### config.mk
export PLATFORM = sky130hd
export DESIGN_NAME = sdram_arbit
export DESIGN_NICKNAME = d
export VERILOG_FILES = /design/src/rtl/sdram_pkg.sv /design/src/rtl/sdram_cmd_mux.sv /design/src/rtl/sdram_arbit.sv
export SDC_FILE = /design/constraint.sdc
export NUM_CORES = 1
export LEC_CHECK = 0
export CORE_MARGIN = 2
export CORE_UTILIZATION = 35
export DETAILED_ROUTE_END_ITERATION = 7
export PLACE_DENSITY = 0.84
export SKIP_CTS_REPAIR_TIMING = 1
export SLEW_MARGIN = 20
export SYNTH_ARGS = -nofsm -noshare
export SYNTH_HDL_FRONTEND = slang
export SYNTH_SLANG_ARGS = --single-unit
### constraint.sdc
create_clock -name CLK -period 2.3 [get_ports CLK]
set_input_delay 0.345 -clock CLK [delete_from_list [all_inputs] [get_ports CLK]]
set_output_delay 0.345 -clock CLK [all_outputs]
set_load 0.02 [all_outputs]
### src/rtl/sdram_pkg.sv
// Shared definitions for the SDRAM command arbiter: command encodings,
// one-hot FSM states, source selects and default bus widths.
package sdram_pkg;

  localparam int ADDR_W_DEF = 12;
  localparam int BANK_W_DEF = 2;

  // SDRAM commands as {cs_n, ras_n, cas_n, we_n}
  localparam logic [3:0] CMD_NOP  = 4'b0111;
  localparam logic [3:0] CMD_PRE  = 4'b0010;
  localparam logic [3:0] CMD_ACT  = 4'b0011;
  localparam logic [3:0] CMD_AREF = 4'b0001;
  localparam logic [3:0] CMD_WR   = 4'b0100;
  localparam logic [3:0] CMD_RD   = 4'b0101;

  typedef enum logic [4:0] {
    S_INIT  = 5'b00001,
    S_ARBIT = 5'b00010,
    S_AREF  = 5'b00100,
    S_WRITE = 5'b01000,
    S_READ  = 5'b10000
  } state_e;

  typedef enum logic [2:0] {
    SRC_NOP  = 3'd0,
    SRC_INIT = 3'd1,
    SRC_REF  = 3'd2,
    SRC_WR   = 3'd3,
    SRC_RD   = 3'd4
  } src_e;

  // Which stage owns the command bus in a given state
  function automatic src_e state_to_src(input state_e s);
    src_e r;
    case (s)
      S_INIT:  r = SRC_INIT;
      S_AREF:  r = SRC_REF;
      S_WRITE: r = SRC_WR;
      S_READ:  r = SRC_RD;
      S_ARBIT: r = SRC_NOP;
      default: r = SRC_NOP;
    endcase
    return r;
  endfunction

endpackage

### src/rtl/sdram_cmd_mux.sv
// Combinational source select for the SDRAM command/address/bank bus.
// Init and refresh have no bank of their own, so they drive bank 0.
module sdram_cmd_mux
  import sdram_pkg::*;
#(
  parameter int ADDR_W = ADDR_W_DEF,
  parameter int BANK_W = BANK_W_DEF
) (
  input  src_e              sel,
  input  logic [3:0]        init_cmd,
  input  logic [ADDR_W-1:0] init_addr,
  input  logic [3:0]        ref_cmd,
  input  logic [ADDR_W-1:0] ref_addr,
  input  logic [3:0]        wr_cmd,
  input  logic [ADDR_W-1:0] wr_addr,
  input  logic [BANK_W-1:0] wr_bank,
  input  logic [3:0]        rd_cmd,
  input  logic [ADDR_W-1:0] rd_addr,
  input  logic [BANK_W-1:0] rd_bank,
  output logic [3:0]        cmd_o,
  output logic [ADDR_W-1:0] addr_o,
  output logic [BANK_W-1:0] bank_o
);

  // Route the selected stage onto the bus, NOP when nobody owns it
  always_comb begin
    cmd_o  = CMD_NOP;
    addr_o = {ADDR_W{1'b0}};
    bank_o = {BANK_W{1'b0}};
    case (sel)
      SRC_INIT: begin
        cmd_o  = init_cmd;
        addr_o = init_addr;
      end
      SRC_REF: begin
        cmd_o  = ref_cmd;
        addr_o = ref_addr;
      end
      SRC_WR: begin
        cmd_o  = wr_cmd;
        addr_o = wr_addr;
        bank_o = wr_bank;
      end
      SRC_RD: begin
        cmd_o  = rd_cmd;
        addr_o = rd_addr;
        bank_o = rd_bank;
      end
      SRC_NOP: begin
        cmd_o  = CMD_NOP;
        addr_o = {ADDR_W{1'b0}};
        bank_o = {BANK_W{1'b0}};
      end
      default: begin
        cmd_o  = CMD_NOP;
        addr_o = {ADDR_W{1'b0}};
        bank_o = {BANK_W{1'b0}};
      end
    endcase
  end

endmodule

### src/rtl/sdram_arbit.sv
// SDRAM command arbiter: grants the command bus to init, refresh, write or
// read. Refresh has priority; write and read alternate on a tie. All pins
// and grant pulses are registered.
module sdram_arbit
  import sdram_pkg::*;
#(
  parameter int ADDR_W = 12,
  parameter int BANK_W = 2
) (
  input  logic              CLK,
  input  logic              RST,
  input  logic              flag_init_end,
  input  logic [3:0]        init_cmd,
  input  logic [ADDR_W-1:0] init_addr,
  input  logic              ref_req,
  input  logic              flag_ref_end,
  input  logic [3:0]        ref_cmd,
  input  logic [ADDR_W-1:0] ref_addr,
  input  logic              wr_req,
  input  logic              flag_wr_end,
  input  logic [3:0]        wr_cmd,
  input  logic [ADDR_W-1:0] wr_addr,
  input  logic [BANK_W-1:0] wr_bank,
  input  logic              rd_req,
  input  logic              flag_rd_end,
  input  logic [3:0]        rd_cmd,
  input  logic [ADDR_W-1:0] rd_addr,
  input  logic [BANK_W-1:0] rd_bank,
  output logic              ref_en,
  output logic              wr_en,
  output logic              rd_en,
  output logic              sdram_cke,
  output logic              sdram_cs_n,
  output logic              sdram_ras_n,
  output logic              sdram_cas_n,
  output logic              sdram_we_n,
  output logic [BANK_W-1:0] sdram_bank,
  output logic [ADDR_W-1:0] sdram_addr
);

  state_e            state_q, state_d;
  logic              last_wr_q, last_wr_d;
  logic              ref_en_q, ref_en_d;
  logic              wr_en_q, wr_en_d;
  logic              rd_en_q, rd_en_d;
  logic              cke_q, cke_d;
  logic [3:0]        cmd_q, cmd_d;
  logic [ADDR_W-1:0] addr_q, addr_d;
  logic [BANK_W-1:0] bank_q, bank_d;

  // The bus source follows the current owner; the pins lag it by one cycle
  sdram_cmd_mux #(
    .ADDR_W (ADDR_W),
    .BANK_W (BANK_W)
  ) u_cmd_mux (
    .sel       (state_to_src(state_q)),
    .init_cmd  (init_cmd),
    .init_addr (init_addr),
    .ref_cmd   (ref_cmd),
    .ref_addr  (ref_addr),
    .wr_cmd    (wr_cmd),
    .wr_addr   (wr_addr),
    .wr_bank   (wr_bank),
    .rd_cmd    (rd_cmd),
    .rd_addr   (rd_addr),
    .rd_bank   (rd_bank),
    .cmd_o     (cmd_d),
    .addr_o    (addr_d),
    .bank_o    (bank_d)
  );

  // Next state, tie-break memory and one-cycle grant pulses on state entry
  always_comb begin
    state_d   = state_q;
    last_wr_d = last_wr_q;
    ref_en_d  = 1'b0;
    wr_en_d   = 1'b0;
    rd_en_d   = 1'b0;
    cke_d     = 1'b1;
    case (state_q)
      S_INIT: begin
        if (flag_init_end) begin
          state_d = S_ARBIT;
        end else begin
          state_d = S_INIT;
        end
      end
      S_ARBIT: begin
        if (ref_req) begin
          state_d  = S_AREF;
          ref_en_d = 1'b1;
        end else if (wr_req && (!rd_req || !last_wr_q)) begin
          // write alone, or a tie where read was served last
          state_d   = S_WRITE;
          wr_en_d   = 1'b1;
          last_wr_d = 1'b1;
        end else if (rd_req) begin
          state_d   = S_READ;
          rd_en_d   = 1'b1;
          last_wr_d = 1'b0;
        end else begin
          state_d = S_ARBIT;
        end
      end
      S_AREF: begin
        if (flag_ref_end) begin
          state_d = S_ARBIT;
        end else begin
          state_d = S_AREF;
        end
      end
      S_WRITE: begin
        if (flag_wr_end) begin
          state_d = S_ARBIT;
        end else begin
          state_d = S_WRITE;
        end
      end
      S_READ: begin
        if (flag_rd_end) begin
          state_d = S_ARBIT;
        end else begin
          state_d = S_READ;
        end
      end
      default: begin
        state_d = S_INIT;
      end
    endcase
  end

  // FSM state and tie-break register
  always_ff @(posedge CLK or posedge RST) begin
    if (RST) begin
      state_q   <= S_INIT;
      last_wr_q <= 1'b0;
    end else begin
      state_q   <= state_d;
      last_wr_q <= last_wr_d;
    end
  end

  // Registered grant pulses and SDRAM pins
  always_ff @(posedge CLK or posedge RST) begin
    if (RST) begin
      ref_en_q <= 1'b0;
      wr_en_q  <= 1'b0;
      rd_en_q  <= 1'b0;
      cke_q    <= 1'b0;
      cmd_q    <= CMD_NOP;
      addr_q   <= {ADDR_W{1'b0}};
      bank_q   <= {BANK_W{1'b0}};
    end else begin
      ref_en_q <= ref_en_d;
      wr_en_q  <= wr_en_d;
      rd_en_q  <= rd_en_d;
      cke_q    <= cke_d;
      cmd_q    <= cmd_d;
      addr_q   <= addr_d;
      bank_q   <= bank_d;
    end
  end

  assign ref_en      = ref_en_q;
  assign wr_en       = wr_en_q;
  assign rd_en       = rd_en_q;
  assign sdram_cke   = cke_q;
  assign sdram_cs_n  = cmd_q[3];
  assign sdram_ras_n = cmd_q[2];
  assign sdram_cas_n = cmd_q[1];
  assign sdram_we_n  = cmd_q[0];
  assign sdram_bank  = bank_q;
  assign sdram_addr  = addr_q;

endmodule

# Word level (Yosys, flattened, before mapping)
# Cells that the tools add are included.
dict set report totals {
  ff_bits 28
  input_bits 77
  wordCells 48
}
dict set report op_classes {
  muxes 23
  eq_ne 9
  bitwise 1
  n_reduce_logical 6
}
# op count
set ops {}
lappend ops {{$pmux W12 S4} 1}
lappend ops {{$pmux W5 S5} 1}
lappend ops {{$mux W5} 4}
lappend ops {{$pmux W4 S4} 1}
lappend ops {{$pmux W3 S4} 1}
lappend ops {{$mux W1} 11}
lappend ops {{$eq A3 B2 Y1 const B} 2}
lappend ops {{$eq A5 B1 Y1 const B} 1}
lappend ops {{$eq A5 B2 Y1 const B} 1}
lappend ops {{$eq A5 B3 Y1 const B} 1}
lappend ops {{$eq A5 B4 Y1 const B} 1}
lappend ops {{$eq A5 B5 Y1 const B} 1}
lappend ops {{$mux W4} 1}
lappend ops {{$pmux W2 S2} 1}
lappend ops {{$eq A3 B1 Y1 const B} 1}
lappend ops {{$eq A3 B3 Y1 const B} 1}
lappend ops {{$mux W3} 1}
lappend ops {{$reduce_and A3 Y1} 1}
lappend ops {{$logic_not A1 Y1} 2}
lappend ops {{$mux W2} 1}
lappend ops {{$reduce_bool A2 Y1} 1}
lappend ops {{$logic_and A1 B1 Y1} 1}
lappend ops {{$logic_or A1 B1 Y1} 1}
lappend ops {{$not A1 Y1} 1}

# Logic depth before layout (Yosys ltp)
dict set report logic_depth {
  depth_word 6
  ltp_mapped 7
  ltp_nobuf 4
}

# Modules after synthesis
# Synthesis repeated with hierarchy kept, for this count alone.
dict set report hier_totals {
  cells_unflattened 152
  hier_area_um2 1747.9
}
# mod n_inst area_per_inst_um2 cells_per_inst seq_area_each_um2
set modules_own_cells {}
lappend modules_own_cells {sdram_arbit 1 978.4 70 705.7}
lappend modules_own_cells {sdram_cmd_mux 1 769.5 82 0.0}

# Worst setup path before layout
# Ideal clock, no wire load.
dict set report synth_timing {
  kind {reg-to-reg}
  from {reg state_q[0]}
  to {reg cmd_q[0]}
  arrival_ps 1690
  setup_slack_ps 522
  path_buffers 2
  setup_time_ps 88
  period_less_slack_ps 1778
  path_stages_with_launch 7
  cell_sequence {dfstp_2 buf_6 or3_4 nor3b_4 buf_6 a31oi_1 or3_1}
}
dict set report synth_between {
  elab_chain_len 4
  elab_cells_between_ends 10
  cone_classes {eq/ne (8); mux (2)}
}
# element line
set synth_lines {}
lappend synth_lines {{from (decl)} sdram_arbit.sv:41} ;# state_e state_q, state_d;
lappend synth_lines {{from (signal assigned)} sdram_arbit.sv:138} ;# state_q <= state_d;
lappend synth_lines {{$eq A5 B5 Y1, or another cell as far along} sdram_pkg.sv:35} ;# case (s)
lappend synth_lines {{$pmux W3 S4 *} sdram_pkg.sv:35}
lappend synth_lines {{$eq A3 B3 Y1, or another cell as far along} sdram_cmd_mux.sv:30} ;# case (sel)
lappend synth_lines {{$pmux W4 S4 *} sdram_cmd_mux.sv:30}
lappend synth_lines {{named net cmd_d[0]} sdram_arbit.sv:47} ;# logic [3:0] cmd_q, cmd_d;
lappend synth_lines {{to (signal assigned)} sdram_arbit.sv:158} ;# cmd_q <= cmd_d;
lappend synth_lines {{to (decl)} sdram_arbit.sv:47}
# Mark *: on every way through the listed nets, which the timed path passes. The rest lies on a longest branch.
# A chain may end at the register's enable or synchronous reset.

# Final worst setup path
dict set report layout_timing {
  from {reg state_q[1]}
  to {reg addr_q[1], in the netlist sdram_addr[1]}
}
dict set report layout_between {
  elab_chain_len 4
  elab_cells_between_ends 10
  cone_classes {eq/ne (8); mux (2)}
}
# element line
set layout_lines {}
lappend layout_lines {{$eq A5 B5 Y1, or another cell as far along} sdram_pkg.sv:35}
lappend layout_lines {{$pmux W3 S4 *} sdram_pkg.sv:35}
lappend layout_lines {{$eq A3 B3 Y1, or another cell as far along} sdram_cmd_mux.sv:30}
lappend layout_lines {{$pmux W12 S4 *} sdram_cmd_mux.sv:30}
lappend layout_lines {{named net addr_d[1]} sdram_arbit.sv:48} ;# logic [ADDR_W-1:0] addr_q, addr_d;
lappend layout_lines {{to (signal assigned)} sdram_arbit.sv:151} ;# addr_q <= {ADDR_W{1'b0}};
lappend layout_lines {{to (signal assigned)} sdram_arbit.sv:159} ;# addr_q <= addr_d;
lappend layout_lines {{to (decl)} sdram_arbit.sv:48}
# Marks and branches as above.

==> run_results.csv <==
group,metric,value,unit
finish,fin_cells,281,
timing,period_needed,1.81,ns
global_route,grt_util_met3,0.0456,
yosys,synth_fp_nets,215,
clock_network,clock_path_buffers,2,
clock_network,cts_tree,"done",
floorplanning,die_h,67.1,microns
floorplanning,start_util,0.372,
worst_hold_path,hold_class,"in -> async",
power,vdd_drop_max,0.389,mV
power,seqPwrFrac,0.368,
yosys,netlist_area,1390,sq um
yosys,syn_inst,138,
finish,antenna_cells,0,
setup_path,crit_path_max_incr_delay,0.66,ns
global_route,grt_overflow,0,
setup_path,path_buf_inv,0,
clock_network,clk_latency,0.27,ns
timing,tns,0,ns
global_route,grt_use_met2,0.322,
yosys,ys_types,31,
global_route,grt.busiest_layer,"met2",
power,p_switching,0.766,mW
global_route,grt_antenna_before_repair,0,
yosys,ys_warn_count,0,
yosys,synth_top_cell_by_area,"dfrtp_1",
yosys,synth_seq_area_share,0.507,
setup_path,end_kind,"flop",
drt,routedWlPerCell,13.7,microns
power,power,2.15,mW
timing,max_freq,551,MHz
clock_network,htreeDepth,1,
setup_path,path_cells,"nor2_1 -> and4b_1 -> a22oi_1 -> nand2_1",
global_route,grt_pass1_vias,1387,
placement,dp_hpwl,3100,microns
drt,num_vias,1422,
power,p_clk_frac,0.140,
power,power.combinational.fraction,0.491,
global_route,grt_start_max_net_pins,29,
floorplanning,dieArea,4500,sq um
power,p_leak,1.03,nW
clock_network,numCtsBuffers,3,
setup_path,r2r.worst_path.cells,4,
timing,final_max_slew_viol_count,0,
timing,period_share,0.789,
placement,place_worst_setup_slack,0.483,ns
timing,worst_slew_pin_slew,0.647,ns
setup_path,cpLargestDelayFamily,"simple AND/OR/NAND/NOR gates",
floorplanning,rows,22,
power,p_int,1.38,mW
clock_network,root_buffer,"clkbuf_8",
finish,area_growth,76.9,%
setup_path,cp_slowest_cell,"and4b_1",
yosys,synth_top_area_share,0.431,
timing,relSlewSlack,0.569,
yosys,synth_seq_cells,28,
status,status,"complete, no violations",
placement,portBuffers,98,
power,switching_share,0.357,
setup_path,worst-setup-path-type,"reg -> reg",
setup_path,cp.arrival,2.02,ns
drt,vias_per_cell,5.06,
drt,drc_errors,0,
drt,ant_nets,0,
drt,detailedRoute.firstPassIterationCount,4,
floorplanning,ios,99,
setup_path,r2r_setup_slack,0.49,ns
floorplanning,core_area,3740,sq um
timing,rsz0062_at_grt,"false",
setup_path,r2r-start,"state_q[1]$_DFF_PP0_",
timing,fin_ws,0.486,ns
placement,gp_congestion,0.862,
drt,routed_wirelength,3860,microns
timing,whs,0.431,ns
clock_network,cts.reportedPaths.clkPinSlew,0.10,ns
placement,dp.cells,277,
floorplanning,die_w,67.1,microns
drt,drt-initial-drc-count,64,
setup_path,critical_path.max_fanout,16,
global_route,grt_use_met1,0.218,
setup_path,timing.rr.end,"sdram_addr[1]$_DFF_PP0_",
yosys,avgSynthCellArea,10.1,sq um
timing,setup_viol,0,
finish,final_nets,311,
flow_run,maxCapViolCount,0,
clock_network,cts.sink_count,28,
setup_path,worst_setup_path_start_kind,"flop",
setup_path,required,2.51,ns
power,p_per_area,871,nW/um^2
global_route,grt_usage,0.184,
finish,drive_above_1_share,0.0687,
timing,fin_skew,0.00743,ns
yosys,synthTopCellsByArea,"dfrtp_1 43%, a22oi_1 16%, dfstp_2 7.5%",
global_route,grt_pass1_wl,6180,microns
timing,hold_violations,0,
registers in the layout, summed over array words and instances (netlist names):
signal and flops:
cmd_q 4, last_wr_q 1, rd_en 1, ref_en 1
sdram_addr 12, sdram_bank 2, sdram_cke 1, state_q 5
wr_en 1
cell usage after synthesis:
cell type	count
nor2_1	7
nor3b_4	1
buf_2	4
nor4_1	4
dfstp_2	4
o21ai_0	1
xnor2_1	1
a221oi_1	1
a22oi_1	30
o21bai_1	1
or3_4	1
o22ai_1	2
nor4b_1	1
and2_1	1
and4b_1	1
nor3_1	1
a21oi_1	3
or3_1	3
nand4_1	2
conb_1	1
or4_1	1
a31oi_1	2
clkbuf_1	5
nand2_1	19
nor4b_2	1
buf_6	2
and3_1	1
a22o_1	5
nor2b_1	4
inv_1	4
dfrtp_1	24
layout by cell type (no fill, tap or decap):
cell type,n
nand4_1,2
conb_1,1
or4_1,1
and4b_1,1
xnor2_1,1
o21ai_0,1
dfrtp_1,24
buf_4,4
a31oi_1,2
inv_1,4
and2_1,1
o22ai_1,2
nor2_1,7
clkdlybuf4s50_1,98
clkbuf_8,4
and3_1,1
a221oi_1,1
a22o_1,5
a22oi_1,30
o21bai_1,1
nor4_1,4
nor2b_1,4
a21oi_1,3
dfstp_2,4
or3_1,3
nor4b_2,2
nand2_1,19
or3_4,1
nor3b_4,1
nor3_1,1
logic make-up after synthesis:
family | after synthesis | synth area share
AO/OA/AOI/OAI | 45 | 0.237
XOR/XNOR | 1 | 0.00629
buffers and inverters | 15 | 0.0548
flip-flops | 28 | 0.507
other | 1 | 0.00269
AND/OR/NAND/NOR | 48 | 0.192
worst reg2reg max path: cells and delay by family (launching register included):
| family | cells | cell delay, ns |
|---|---|---|
| DFF | 1 | 0.52 |
| and+or+nand+nor | 3 | 1.03 |
| AOI/OAI and AO/OA | 1 | 0.19 |
how the worst max path moves through the flow:
stage,from,end,slack [ns],cells after the start
finish,state_q[1]$_DFF_PP0_,sdram_addr[1]$_DFF_PP0_,0.49,4
global route,state_q[1]$_DFF_PP0_,sdram_addr[1]$_DFF_PP0_,0.29,4
CTS,state_q[0]$_DFF_PP1_,cmd_q[2]$_DFF_PP1_,0.45,4
detailed placement,state_q[0]$_DFF_PP1_,cmd_q[2]$_DFF_PP1_,0.48,4
global placement,state_q[0]$_DFF_PP1_,cmd_q[0]$_DFF_PP1_,0.55,4
floorplan,state_q[0]$_DFF_PP1_,cmd_q[0]$_DFF_PP1_,0.52,6
metrics by stage:
step | area [sq um] | util
after floorplan | 1390 | -
after global routing | 2460 | 0.658
after detailed placement | 2410 | 0.643
final | 2460 | 0.658
after CTS | 2460 | 0.658
after global placement | 2410 | 0.643
routing by layer:
| layer | up-vias | share of wire |
|---|---|---|
| li1 | 706 | - |
| met1 | 646 | 0.39 |
| met2 | 66 | 0.51 |
| met3 | 4 | 0.093 |
| met4 | 0 | 0.012 |
| met5 | - | 0 |
power by group through the flow:
stage	clock network [mW]	logic (mW)	registers (mW)
2_1_floorplan	0	0.461	0.931
3_3_place_gp	0	1.05	0.793
3_5_place_dp	0	1.07	0.803
4_1_cts	0.315	1.08	0.793
5_1_grt	0.332	1.16	0.811
6_report	0.302	1.05	0.791
cell type report:
type                            instances  area, sq um
Inverter                                4         15.0
Multi-Input combinational cell         95          617
Timing Repair Buffer                  102         1010
Fill cell                             318         1280
Tap cell                               48         60.1
Clock buffer                            4         55.1
Sequential cell                        28          706
No activity file was read; power rests on OpenSTA's default activity.
